$ cat src/rtl/pixel_stream_out_buffer_if.sv
// Pixel path between the kernel core, the output buffer and the downstream consumer.
// Handshake: a pixel moves to the consumer on a rising edge where outPixelValid && outPixelReady;
// the core side has no ready, inPixelReady is an advisory throttle and pixInValid is a plain push request.
interface pixel_stream_out_buffer_if #(
    parameter int DATA_WIDTH = 8
);
    logic [DATA_WIDTH-1:0] pixIn;
    logic                  pixInValid;
    logic                  inPixelReady;
    logic [DATA_WIDTH-1:0] outPixel;
    logic                  outPixelValid;
    logic                  outPixelReady;
    logic                  outSof;
    logic                  outEol;

    modport master (
        output pixIn, pixInValid, outPixelReady,
        input  inPixelReady, outPixel, outPixelValid, outSof, outEol
    );

    modport slave (
        input  pixIn, pixInValid, outPixelReady,
        output inPixelReady, outPixel, outPixelValid, outSof, outEol
    );
endinterface

$ cat src/rtl/pixel_stream_out_buffer.sv
// Output stage of the 3x3 kernel pipeline: first-word fall-through FIFO with slack-aware
// back-pressure, line/frame framing flags, frame-done interrupt and sticky overflow.
module pixel_stream_out_buffer #(
    parameter int DATA_WIDTH = 8,
    parameter int DEPTH      = 16,
    parameter int SLACK      = 4,
    parameter int IMG_WIDTH  = 512,
    parameter int IMG_HEIGHT = 512
) (
    input  logic                     clk,
    input  logic                     rst,
    pixel_stream_out_buffer_if.slave px,
    output logic [$clog2(DEPTH):0]   fillLevel,
    input  logic                     irqClear,
    output logic                     interrupt,
    output logic                     overflow
);
    localparam int AW   = $clog2(DEPTH);
    localparam int CW   = AW + 1;
    localparam int COLW = $clog2(IMG_WIDTH);
    localparam int ROWW = (IMG_HEIGHT > 1) ? $clog2(IMG_HEIGHT) : 1;

    logic [DATA_WIDTH-1:0] mem [DEPTH];
    logic [AW-1:0]         wrPtr;
    logic [AW-1:0]         rdPtr;
    logic [CW-1:0]         count;
    logic [COLW-1:0]       col;
    logic [ROWW-1:0]       row;

    logic full;
    logic push;
    logic pop;
    logic lastCol;
    logic lastRow;

    always_comb begin
        full    = (count == CW'(DEPTH));
        lastCol = (col == COLW'(IMG_WIDTH - 1));
        lastRow = (row == ROWW'(IMG_HEIGHT - 1));
        pop     = px.outPixelValid && px.outPixelReady;
        // A pop in the same cycle frees the slot, so a full FIFO still accepts the push.
        push    = px.pixInValid && (!full || pop);
    end

    assign px.outPixelValid = !rst && (count != '0);
    assign px.outPixel      = mem[rdPtr];
    assign px.outSof        = px.outPixelValid && (col == '0) && (row == '0);
    assign px.outEol        = px.outPixelValid && lastCol;
    // SLACK entries stay free to absorb pixels already inside the core when ready drops.
    assign px.inPixelReady  = !rst && (count < CW'(DEPTH - SLACK));
    assign fillLevel        = count;

    always_ff @(posedge clk) begin
        if (!rst && push) begin
            mem[wrPtr] <= px.pixIn;
        end
    end

    always_ff @(posedge clk) begin
        if (rst) begin
            wrPtr     <= '0;
            rdPtr     <= '0;
            count     <= '0;
            col       <= '0;
            row       <= '0;
            interrupt <= 1'b0;
            overflow  <= 1'b0;
        end else begin
            if (push) begin
                wrPtr <= wrPtr + 1'b1;
            end
            if (pop) begin
                rdPtr <= rdPtr + 1'b1;
            end
            case ({push, pop})
                2'b10:   count <= count + 1'b1;
                2'b01:   count <= count - 1'b1;
                default: count <= count;
            endcase

            if (pop) begin
                if (lastCol) begin
                    col <= '0;
                    row <= lastRow ? '0 : row + 1'b1;
                end else begin
                    col <= col + 1'b1;
                end
            end

            // Setting on the frame's last pop outranks a simultaneous clear.
            if (pop && lastCol && lastRow) begin
                interrupt <= 1'b1;
            end else if (irqClear) begin
                interrupt <= 1'b0;
            end

            if (px.pixInValid && !push) begin
                overflow <= 1'b1;
            end
        end
    end
endmodule

$ cat src/flat_wrapper.sv
// flat-port wrapper written by rule: the top's interface ports become plain ports
module pixel_stream_out_buffer_flat 
#(
    parameter int DATA_WIDTH = 8,
    parameter int DEPTH      = 16,
    parameter int SLACK      = 4,
    parameter int IMG_WIDTH  = 512,
    parameter int IMG_HEIGHT = 512
)
  (clk, rst, fillLevel, irqClear, interrupt, overflow, px_pixIn, px_pixInValid, px_outPixelReady, px_inPixelReady, px_outPixel, px_outPixelValid, px_outSof, px_outEol);
  pixel_stream_out_buffer_if #(.DATA_WIDTH(DATA_WIDTH)) px_i ();
  input  logic clk;
  input  logic rst;
  output logic [$clog2(DEPTH):0] fillLevel;
  input  logic irqClear;
  output logic interrupt;
  output logic overflow;
  input wire logic [$bits(px_i.pixIn)-1:0] px_pixIn;
  input wire logic [$bits(px_i.pixInValid)-1:0] px_pixInValid;
  input wire logic [$bits(px_i.outPixelReady)-1:0] px_outPixelReady;
  output wire logic [$bits(px_i.inPixelReady)-1:0] px_inPixelReady;
  output wire logic [$bits(px_i.outPixel)-1:0] px_outPixel;
  output wire logic [$bits(px_i.outPixelValid)-1:0] px_outPixelValid;
  output wire logic [$bits(px_i.outSof)-1:0] px_outSof;
  output wire logic [$bits(px_i.outEol)-1:0] px_outEol;
  assign px_i.pixIn = px_pixIn;
  assign px_i.pixInValid = px_pixInValid;
  assign px_i.outPixelReady = px_outPixelReady;
  assign px_inPixelReady = px_i.inPixelReady;
  assign px_outPixel = px_i.outPixel;
  assign px_outPixelValid = px_i.outPixelValid;
  assign px_outSof = px_i.outSof;
  assign px_outEol = px_i.outEol;
  pixel_stream_out_buffer #(.DATA_WIDTH(DATA_WIDTH), .DEPTH(DEPTH), .SLACK(SLACK), .IMG_WIDTH(IMG_WIDTH), .IMG_HEIGHT(IMG_HEIGHT)) u_core (.clk(clk), .rst(rst), .px(px_i), .fillLevel(fillLevel), .irqClear(irqClear), .interrupt(interrupt), .overflow(overflow));
endmodule
$ cat config.mk
export PLATFORM = sky130hd
export DESIGN_NAME = pixel_stream_out_buffer_flat
export DESIGN_NICKNAME = d
export VERILOG_FILES = /design/src/rtl/pixel_stream_out_buffer_if.sv /design/src/rtl/pixel_stream_out_buffer.sv /design/src/flat_wrapper.sv
export SDC_FILE = /design/constraint.sdc
export NUM_CORES = 1
export LEC_CHECK = 0
export CAP_MARGIN = 20
export CORE_AREA = 4 4 142 144
export CTS_BUF_LIST = sky130_fd_sc_hd__clkbuf_8 sky130_fd_sc_hd__clkbuf_16
export DETAILED_ROUTE_END_ITERATION = 7
export DIE_AREA = 0 0 146 148
export GPL_ROUTABILITY_DRIVEN = 0
export HOLD_SLACK_MARGIN = 0.02
export PLACE_DENSITY = 0.58
export SLEW_MARGIN = 20
export SYNTH_ARGS = -nofsm -noshare
export SYNTH_HDL_FRONTEND = slang
export SYNTH_SLANG_ARGS = --single-unit
$ cat constraint.sdc
create_clock -name clk -period 3 [get_ports clk]
set_input_delay 0.9 -clock clk [delete_from_list [all_inputs] [get_ports clk]]
set_output_delay 0.9 -clock clk [all_outputs]
set_load 0.02 [all_outputs]
==> results by stage <==
Floorplanning:
- 32 I/O pins were placed.
- The initial cell density of the core is 37.1%.
- The x dimension of the die is 146 um.
- The die is 148 um tall.
- The core region is 0.0187 mm^2.
- The floorplan has 50 rows.
- The die covers 0.0216 mm^2.

Routing:
- The DRC violation count after routing is 0.
- The highest routed metal layer is met4.
- The wire length on met1 is 6.73 mm.
- The routed length per instance is 18.9 um.
- The detailed-routed wire length on met3 is 503 um.
- The via density per instance is 5.16.
- In this run the remaining antenna-violating nets after routing total 0.
- The number of iterations in the first detailed-routing pass is 4.
- The wire length on met2 is 7.54 mm.
- The post-detailed-routing wire length is 14.9 mm.
- The detailed router finished its first iteration with 272 violations.
- The detailed-route via count is 4072.

Synthesis:
- The sequential-to-total area share from yosys stat is 66.0%.
- The number of distinct library cells after synthesis is 55.
- The flip-flop cell with the highest count after synthesis is edfxtp_1.
- Counting every net in the synthesized netlist gives 485.
- The summed instance area of the synthesized netlist is 0.00694 mm^2.
- The share of the synthesized area in the top cell type is 55.4%.
- By count the netlist is led by 128 x edfxtp_1, 55 x nor2_1, 37 x dfxtp_1.
- In this run, synthesis produced a sequential element count of 165.
- The count of flip-flops with a built-in enable after synthesis is 128.
- By area the synthesized netlist is led by edfxtp_1 55%, dfxtp_1 11%, mux4_2 10%, nor2_1 3.0%, ha_1 2.5%.
- The largest area contributor in the synthesized netlist is edfxtp_1.
- The most used standard cell by instance count after synthesis is edfxtp_1.
- The number of warnings printed during yosys synthesis is 0.
- The cell count after synthesis came out at 457.
- The average size of a mapped cell is 15.2 um^2.
- Counting flops with an async set or reset pin after synthesis yields a share of 0%.

Place:
- Buffers placed on the I/O ports in this run total 31.
- The detailed placer's ending HPWL is 9.84 mm.
- In this run, placement finished with an instance count of 748.
- Before CTS, the worst setup slack after placement is -268 ps.

Timing:
- The highest attainable clock frequency is 337 MHz.
- Counting I/O delays and the setup requirement, the final critical path takes 2970 ps.
- In the finished design, the share of the clock period the worst path needs comes to 98.9%.
- The final setup violation count is 0.
- For the pin with the worst max-slew slack, the measured transition is 584 ps.
- The setup skew after layout is 10.4 ps.
- Setup repair after global routing could not meet its margin everywhere.
- The headroom to the max-slew limit is 60.0%.
- The count of endpoints failing hold in the final timing report is 0.
- The final count of pins violating max slew is 0.
- Across all setup checks in the final design, the least slack found is 32.4 ps.

Clocking:
- Counting every sink on the clock net gives 165.
- Clock-pin slew was measured on the worst setup and hold paths at 60 ps.
- TritonCTS built the clock tree.
- The number of clock buffers added by TritonCTS is 17.
- The level count of the clock H-tree is 4.
- For this design, the CTS-stage hold fixing added 0 buffers.
- The clock network latency to the later pin of the worst-skew pair is 420 ps.
- The number of buffers between clock root and the deepest sink is 2.
- The clock tree root driver cell is clkbuf_16.

Setup path:
- The data arrival time at the worst-slack endpoint is 2070 ps.
- The slowest stage of the critical path is the mux4_2 cell.
- The most used cell along the critical path is buf_6.
- For this run, the slowest stage of the critical path takes 490 ps.
- The origin of the critical flop-to-flop path is u_core.fillLevel[4].
- The top fanout value on the critical path is 6.
- The minimum setup slack among reg-to-reg paths is 610 ps.
- The sort of element at the start of the critical path is a flip-flop.
- The worst reg2reg path endpoint is u_core.fillLevel[4].
- The data required time of the critical path is 2100 ps.
- The worst reg-to-reg path cell count is 9.
- Walking the worst path, the cells encountered are buf_12, buf_6, mux4_2, a22oi_2, nand2_1, buf_6.
- STA classifies the critical path endpoint as a primary output.
- The kind of critical path is reg2out.

Cells and area:
- The filler cells instantiated in the layout total 1625.
- The total inserted antenna cells is 0.
- The final layout net count is 570.
- The fraction of layout instances using a drive strength above 1 is 27.7%.
- The register area is 0.00459 mm^2.
- The area used by multi-input combinational logic is 0.00227 mm^2.
- The layout overhead on the synthesized area is 23.4%.
- The post-route non-filler standard cell count is 789.

Pwr:
- The power density relative to cell area is 728 mW/mm^2.
- The worst-case IR drop observed on VDD is 434 uV.
- The analysis attributes to cell leakage a power of 0.00292 uW.

Global routing:
- The via count of the first global-routing pass was 4243.
- The leftover overflow at the end of global routing is 0.
- The global-route wire length before repair is 23.9 mm.
- The maximum number of pins on one net before global-route repair is 33.
- The initial antenna violation count was 0.
- The overall global routing resource usage is 14.4%.

Worst hold path:
- The startpoint of the most critical hold path is u_core.interrupt.
- The worst-case hold path end point is u_core.interrupt.
- The min-delay analysis places its worst path in the category reg2reg.
- The worst hold path passes through 2 cells.

Flow run:
- The tool flagged a number of max-cap violations equal to 0.

Run status:
- The flow ran to the end, and the final reports show no timing, DRC or antenna violations.
[worst max path at each step]
| stage | end | slack [ps] | cells after the start |
|---|---|---|---|
| finish | px_outPixel[3] | 30 | 6 |
| global route | px_outPixel[3] | -50 | 6 |
| CTS | px_outPixel[5] | -20 | 6 |
| detailed placement | u_core.fillLevel[4] | -270 | 10 |
| global placement | px_inPixelReady | -190 | 3 |
| floorplan | px_outEol | 200 | 4 |
[critical path, delay by kind of cell, from the launching register on]
kind                   cells  cell delay, ps
and+or+nand+nor            1             100
buffers and inverters      3             390
AOI/OAI and AO/OA          1             230
muxes                      1             490
DFF                        1             430
[cell type report]
type	count	share of cell area [%]
Multi-Input combinational cell	255	26.6
Clock inverter	15	1.24
Inverter	15	0.657
Sequential cell	165	53.6
Timing Repair Buffer	88	9.58
Clock buffer	17	4.97
Tap cell	234	3.42
[where the power goes]
group	total [uW]	switching [uW]	internal, uW
registers	2600	64.2	2540
clock network	1950	890	1060
logic	1680	832	851
total	6230	1790	4450
[through the flow]
| step | power, uW | area (um^2) | hold WS, ps | TNS [ps] | utilization (%) |
|---|---|---|---|---|---|
| 2_1_floorplan | 3600 | 6940 | 462 | 0 | - |
| 3_3_place_gp | 4160 | 7860 | 471 | -719 | 42.0 |
| 3_5_place_dp | 4180 | 7860 | 471 | -2320 | 42.0 |
| 4_1_cts | 6270 | 8490 | 482 | -42.2 | 45.4 |
| 5_1_grt | 6530 | 8570 | 519 | -122 | 45.8 |
| 6_report | 6230 | 8570 | 476 | 0 | 45.8 |
[cells by family (layout without fill, tap and decap cells)]
| family | Yosys count | in the layout | share of synthesized area [%] |
|---|---|---|---|
| xor+xnor | 16 | 16 | 2.02 |
| compound gates | 57 | 57 | 6.40 |
| mux | 42 | 42 | 11.9 |
| fa+ha+maj | 15 | 15 | 2.81 |
| flops | 165 | 165 | 66.0 |
| buf+inv | 37 | 135 | 2.18 |
| simple gates | 125 | 125 | 8.70 |
[flip-flops by register name (all words and copies together), names as in the netlist, named ones only]
signal / count
u_core.mem: 128
u_core.wrPtr: 4
u_core.col: 9
u_core.rdPtr: 4
u_core.fillLevel: 5
u_core.overflow: 1
u_core.row: 9
u_core.interrupt: 1
[routing by layer]
metal,vias up,global-route usage (%)
met1,2040,18.7
li1,1941,-
met5,-,0
met3,14,3.10
met2,77,24.6
met4,0,3.95
[cell usage in the layout, fill, tap and decap left out, drive strengths merged, types with 5 or more instances in the layout]
cell	instances
a21oi	5
a22oi	16
buf	65
clkbuf	17
clkdlybuf4s50	19
clkinv	6
dfxtp	37
edfxtp	128
ha	14
inv	21
mux2i	7
mux4	32
nand2	25
nand3	5
nand4	5
nor2	55
nor2b	6
nor3	5
nor4	6
o211ai	6
o21ai	7
xnor2	7
xor2	9
[what timing repair did]
action / CTS / global route
endpoints found under the setup margin: 12 / 10
cloned: 2 / 0
buffers inserted: 4 / 4
pin swaps: 2 / 8
gates resized for setup: 46 / 21
(Power assumes the default switching activity.)
